--- config.mk ---
export PLATFORM = sky130hd
export DESIGN_NAME = aes_round_sequencer
export DESIGN_NICKNAME = d
export VERILOG_FILES = /design/src/rtl/aes_round_sequencer.sv
export SDC_FILE = /design/constraint.sdc
export NUM_CORES = 1
export LEC_CHECK = 0
export BUFFER_PORTS_ARGS = -buffer_cell sky130_fd_sc_hd__buf_2
export CAP_MARGIN = 20
export CELL_PAD_IN_SITES_DETAIL_PLACEMENT = 1
export CELL_PAD_IN_SITES_GLOBAL_PLACEMENT = 1
export CORE_ASPECT_RATIO = 0.6
export CORE_UTILIZATION = 41
export CTS_CLUSTER_SIZE = 10
export DETAILED_ROUTE_END_ITERATION = 7
export PLACE_DENSITY = 0.77
export SLEW_MARGIN = 30
export SYNTH_ARGS = -nofsm -noshare
export SYNTH_HDL_FRONTEND = slang
export SYNTH_SLANG_ARGS = --single-unit
--- constraint.sdc ---
create_clock -name clk -period 2.7 [get_ports clk]
set_input_delay 0.135 -clock clk [delete_from_list [all_inputs] [get_ports clk]]
set_output_delay 0.135 -clock clk [all_outputs]
set_load 0.005 [all_outputs]
--- src/rtl/aes_round_sequencer.sv ---
// Control sequencer for the byte-serial AES datapath: loads 16 plaintext bytes,
// steps NR rounds with a drain gap between rounds, then releases 16 ciphertext bytes.
module aes_round_sequencer #(
    parameter int NR       = 10,
    parameter int PERM_LAT = 16
) (
    input  logic       clk,
    input  logic       rst,
    input  logic       start,
    input  logic       abort,
    input  logic       in_valid,
    output logic       in_ready,
    input  logic       out_ready,
    output logic       out_valid,
    output logic [3:0] byte_cnt,
    output logic [3:0] round,
    output logic       perm_clr,
    output logic       perm_en,
    output logic       sub_en,
    output logic       mix_en,
    output logic       ark_en,
    output logic       key_step,
    output logic       last_round,
    output logic       busy,
    output logic       done
);

    typedef enum logic [2:0] {
        S_IDLE,
        S_LOAD,
        S_ROUND,
        S_DRAIN,
        S_OUT,
        S_DONE
    } state_t;

    localparam logic [3:0] LAST_RND   = 4'(NR);
    localparam logic [4:0] DRAIN_INIT = 5'(PERM_LAT - 1);

    state_t     state_q, state_d;
    logic [3:0] byte_q, byte_d;
    logic [3:0] round_q, round_d;
    logic [4:0] drain_q, drain_d;
    logic       clr_q, clr_d;
    logic       byte_last;
    logic       round_last;

    assign byte_last  = (byte_q == 4'd15);
    assign round_last = (round_q == LAST_RND);

    always_ff @(posedge clk or negedge rst) begin
        if (!rst) begin
            state_q <= S_IDLE;
            byte_q  <= 4'd0;
            round_q <= 4'd0;
            drain_q <= 5'd0;
            clr_q   <= 1'b0;
        end else begin
            state_q <= state_d;
            byte_q  <= byte_d;
            round_q <= round_d;
            drain_q <= drain_d;
            clr_q   <= clr_d;
        end
    end

    // perm_clr is registered so it appears in the cycle after start or abort,
    // keeping every output a pure decode of flops.
    always_comb begin
        state_d = state_q;
        byte_d  = byte_q;
        round_d = round_q;
        drain_d = drain_q;
        clr_d   = 1'b0;

        case (state_q)
            S_IDLE: begin
                if (start) begin
                    state_d = S_LOAD;
                    byte_d  = 4'd0;
                    round_d = 4'd0;
                    clr_d   = 1'b1;
                end
            end
            S_LOAD: begin
                if (in_valid) begin
                    byte_d = byte_q + 4'd1;
                    if (byte_last) begin
                        state_d = S_ROUND;
                        round_d = 4'd1;
                    end
                end
            end
            S_ROUND: begin
                byte_d = byte_q + 4'd1;
                if (byte_last) begin
                    state_d = S_DRAIN;
                    drain_d = DRAIN_INIT;
                end
            end
            S_DRAIN: begin
                if (drain_q == 5'd0) begin
                    if (round_last) begin
                        state_d = S_OUT;
                        byte_d  = 4'd0;
                    end else begin
                        state_d = S_ROUND;
                        round_d = round_q + 4'd1;
                    end
                end else begin
                    drain_d = drain_q - 5'd1;
                end
            end
            S_OUT: begin
                if (out_ready) begin
                    byte_d = byte_q + 4'd1;
                    if (byte_last) begin
                        state_d = S_DONE;
                    end
                end
            end
            S_DONE: begin
                state_d = S_IDLE;
                byte_d  = 4'd0;
                round_d = 4'd0;
            end
            default: begin
                state_d = S_IDLE;
            end
        endcase

        // Abort overrides every transition above but is a no-op when idle.
        if (abort && (state_q != S_IDLE)) begin
            state_d = S_IDLE;
            byte_d  = 4'd0;
            round_d = 4'd0;
            drain_d = 5'd0;
            clr_d   = 1'b1;
        end
    end

    always_comb begin
        in_ready   = 1'b0;
        out_valid  = 1'b0;
        perm_en    = 1'b0;
        sub_en     = 1'b0;
        mix_en     = 1'b0;
        ark_en     = 1'b0;
        key_step   = 1'b0;
        last_round = 1'b0;
        done       = 1'b0;
        byte_cnt   = byte_q;
        round      = round_q;
        perm_clr   = clr_q;
        busy       = (state_q != S_IDLE);

        case (state_q)
            S_LOAD: begin
                in_ready = 1'b1;
                ark_en   = 1'b1;
            end
            S_ROUND: begin
                perm_en    = 1'b1;
                sub_en     = 1'b1;
                ark_en     = 1'b1;
                mix_en     = !round_last;
                last_round = round_last;
                key_step   = (byte_q == 4'd0);
            end
            S_OUT: begin
                out_valid = 1'b1;
            end
            S_DONE: begin
                done = 1'b1;
            end
            default: begin
            end
        endcase
    end

endmodule

---- Word-level counts from Yosys, hierarchy flattened ----
Cells that the tools add are included.
word-level totals
  register bits ........................... 17
  output and inout bits ................... 19
  logic and storage cells ................. 77
  bits of input ports ..................... 6
cells by class
  add/sub/neg operators ................... 3
  reduce and logical (&&, ||, !) cells .... 14
  equality and inequality tests ........... 17
  mux-type cells .......................... 38
operators with widths
  operator                                              count
  two-way mux 4 bit                                     11
  != test 3 bit (second input constant)                 10
  two-way mux 3 bit                                     9
  case mux 4 bit (6 select lines)                       1
  case mux 4 bit (4 select lines)                       1
  two-way mux 5 bit                                     3
  case mux 3 bit (5 select lines)                       1
  AND reduction 6 bit                                   2
  two-way mux 1 bit                                     11
  case mux 5 bit (2 select lines)                       1
  adder 4 x 1 -> 4 bit (second input constant)          2
  equality test 4 bit (second input constant)           2
  AND reduction 7 bit                                   1
  nonzero test 7 bit                                    1
  equality test 3 x 2 -> 1 bit (second input constant)  2
  equality test 3 bit (second input constant)           2
  nonzero test 3 bit                                    2
  zero test 5 bit                                       1
  nonzero test 5 bit                                    1
  subtractor 5 x 1 -> 5 bit (second input constant)     1
  zero test 4 bit                                       1
  equality test 3 x 1 -> 1 bit (second input constant)  1
  zero test 3 bit                                       1
  AND reduction 3 bit                                   1
  3 further kinds                                       3

---- Depth between registers and ports, before layout ----
  word-level depth ........................ 5
  depth in mapped cells ................... 6
  depth with buffers taken out ............ 6

---- Worst setup path before layout ----
Ideal clock, no wire load.
  path type ............................... register to register
  start point ............................. register drain_q[0]
  end point ............................... register round_q[1], in the netlist round[1]
  library setup time ...................... 125 ps
  buffers on the path ..................... 0
  stages on the path, launching flop included .. 7
  required time ........................... 2575 ps
  data arrival time ....................... 1948 ps
  clock period less this slack ............ 2073 ps
  slack ................................... 627 ps
  cell sequence ........................... dfrtp_1 -> inv_1 -> ha_1 -> or3b_1 -> o311a_4 -> or3_4 -> mux2_2
on the way
  cells in the longest elaborated chain, start to end .. 3
ends and longest elaborated chain
  element                        RTL line  source
  start, declared                43        logic [4:0] drain_q, drain_d;
  start signal, assigned         62        drain_q <= drain_d;
  zero test 5 bit                102       if (drain_q == 5'd0) begin
  != test 3 bit (no line)        --
  AND reduction 6 bit (no line)  --
  end signal, assigned           61        round_q <= round_d;
  end, declared                  42        logic [3:0] round_q, round_d;
Every way passes these cells.
A chain may end at the register's enable or synchronous reset.

---- Worst setup path in the final report ----
  start point ............................. register drain_q[0]
  end point ............................... register round_q[3], in the netlist round[3]
The elaborated chain is that of the path after synthesis.

==> impl_metrics.json <==
{
  "status": "complete, no violations",
  "num_vias": 1108,
  "finalMaxSlewViolations": 0,
  "synth_top_area_share_pct": 34.7,
  "grt_pass1_wl_um": 5850,
  "grt_start_max_net_pins": 22,
  "synth_area_leaders": "dfrtp_1 35%, mux2_2 5.5%, ha_1 5.1%, nor2_1 3.7%, nor3b_1 3.7%",
  "path_max_fanout": 5,
  "p_sw_w": 0.000596,
  "die_y_um": 44.3,
  "cts_tree": "built",
  "via_per_inst": 5.71,
  "async_flop_share_pct": 100,
  "synth-edff-count": 0,
  "period_share_pct": 83.8,
  "ant_nets": 0,
  "die_area_um2": 3220,
  "hold_violations": 0,
  "grt_pass1_vias": 1118,
  "cts.sinks": 17,
  "seq_power_share_pct": 33.4,
  "synth_area_um2": 1220,
  "drt-wirelength-per-cell_um": 17.7,
  "netlist_instances": 131,
  "synth_nets": 142,
  "endpoint_kind": "flop",
  "antenna_found_initial": 0,
  "io_pins": 25,
  "clk_pin_slew_ps": 70,
  "numCtsBuffers": 3,
  "fin_skew_ps": 5.30,
  "firstDrtPassIters": 5,
  "irDropWorstVdd_uv": 401,
  "rsz0062_at_grt": "false",
  "synth_flop_cell": "dfrtp_1",
  "yosysSeqAreaShare_pct": 34.7,
  "drive_above_1_share_pct": 25.3,
  "syn_area_per_cell_um2": 9.35,
  "tns_ps": 0,
  "period_minus_slack_ps": 2260,
  "swShare_pct": 43.7,
  "synth.largest_area_cell": "dfrtp_1",
  "setup-violations-final": 0,
  "yosys_warnings": 0,
  "synth_cell_types": 47,
  "ctsResizeCount": 0,
  "grt_usage_pct": 24.8,
  "p_int_w": 0.000766,
  "post-route-drc-count": 0,
  "max_freq_mhz": 442,
  "path_class": "reg2reg",
  "max-clock-path-buffers": 2,
  "cp-start-kind": "flop",
  "root_buffer": "clkbuf_8",
  "hp-class": "in2reg",
  "utilization_pct": 53.6,
  "area_growth_pct": 16.5,
  "gr-total-overflow": 0,
  "p_comb_share_pct": 52.0,
  "htreeDepth": 1,
  "drt_iter0_drc": 64,
  "p_leak_nw": 0.669,
  "die_x_um": 72.6,
  "yosysMostFrequentCell": "dfrtp_1",
  "hpwlAfterDp_um": 2570,
  "critical_path_required_ps": 2850,
  "r2r-start": "drain_q[0]$_DFFE_PN0P_",
  "hp-start": "start",
  "cap_violations": 0,
  "numPortBuffers": 24,
  "finalWirelength_um": 3430,
  "diodes": 0,
  "core_region_area_um2": 2660,
  "yosys-top-cells-count": "17 x dfrtp_1, 12 x nor2_1, 11 x inv_1",
  "slew_headroom_pct": 61.8,
  "ys_ff_latch": 17,
  "rows": 14,
  "nets": 166,
  "worstPathArrival_ps": 2420,
  "start_util_pct": 46.0,
  "insertion_delay_ps": 260,
  "crit_start": "drain_q[0]$_DFFE_PN0P_",
  "gp_congestion": 0.814,
  "clkPwrFrac_pct": 14.6,
  "worstMarginPinSlew_ps": 568,
  "power_density_nw_per_um2": 954
}
final cells by class:
cell class	count	area [um^2]
multi-input cells	96	727
repair buffers	26	138
clock buffers	3	41.3
flip-flops and latches	17	425
inverters	11	41.3
fillers	317	1230
clock inverters	1	5.00
well taps	40	50.0
logic make-up (layout without fill, tap and decap cells):
family,Yosys count,count (layout),synth area share [%]
AOI/OAI and AO/OA,28,28,18.9
muxes,9,9,7.97
DFF,17,17,34.7
adders and majority gates,6,6,5.92
and+or+nand+nor,52,52,25.8
xor gates and xnor gates,1,1,0.715
buffers and inverters,18,41,5.92
through the flow:
step	hold WS, ps	setup WS, ps	instances	area (um^2)	total power, W
6_report	123	437	194	1430	0.00136
5_1_grt	123	364	194	1430	0.00147
4_1_cts	121	460	194	1430	0.00136
3_5_place_dp	89.2	487	189	1370	0.00116
3_3_place_gp	88.2	551	189	1370	0.00112
2_1_floorplan	-161	627	131	1220	0.000935
power groups by stage:
stage	combinational (W)	clock, W	sequential (W)
floorplan	0.000555	0	0.000380
global placement	0.000671	0	0.000447
detailed placement	0.000705	0	0.000452
CTS	0.000711	0.000202	0.000450
global route	0.000791	0.000212	0.000471
finish	0.000708	0.000199	0.000455
placed cells by master (no fill, tap or decap), types with 4 or more instances in the layout:
cell type,instances
inv_1,11
nor3_1,4
nor2_1,12
nor3b_1,6
a21oi_1,4
nand2b_1,4
buf_2,24
mux2_2,6
o41ai_1,4
dfrtp_1,17
ha_1,5
path summary, 6_finish.rpt:
check,to,slack [ps],cells after the start
max reg2reg,round[3]$_DFFE_PN0P_,440,6
min,perm_clr$_DFF_PN0_,120,2
min in group asynchronous,byte_cnt[1]$_DFFE_PN0P_,330,2
min reg2reg,drain_q[1]$_DFFE_PN0P_,550,1
max in group asynchronous,drain_q[3]$_DFFE_PN0P_,2080,2
max,round[3]$_DFFE_PN0P_,440,6
metal layers:
layer,GRT usage (%),wire length [um]
met5,0,0
met4,10.2,52
met3,5.47,111
met2,37.4,1470
met1,34.8,1790
worst max-delay path: stages (launching register included):
cell and delay [ps]:
dfrtp_1 400, inv_1 70, ha_1 190, or3b_1 400, o311a_4 360, or3_4 410
o41ai_1 330
state kept, by name (all words and copies together) (netlist names):
signal    flops
state_q       3
perm_clr      1
drain_q       5
byte_cnt      4
round         4
repair_timing:
action | CTS | global route
hold endpoints to repair | 17 | 0
hold buffers | 1 | 0
setup buffers | 0 | 0
Note: power is estimated with default switching activity, not from simulation.
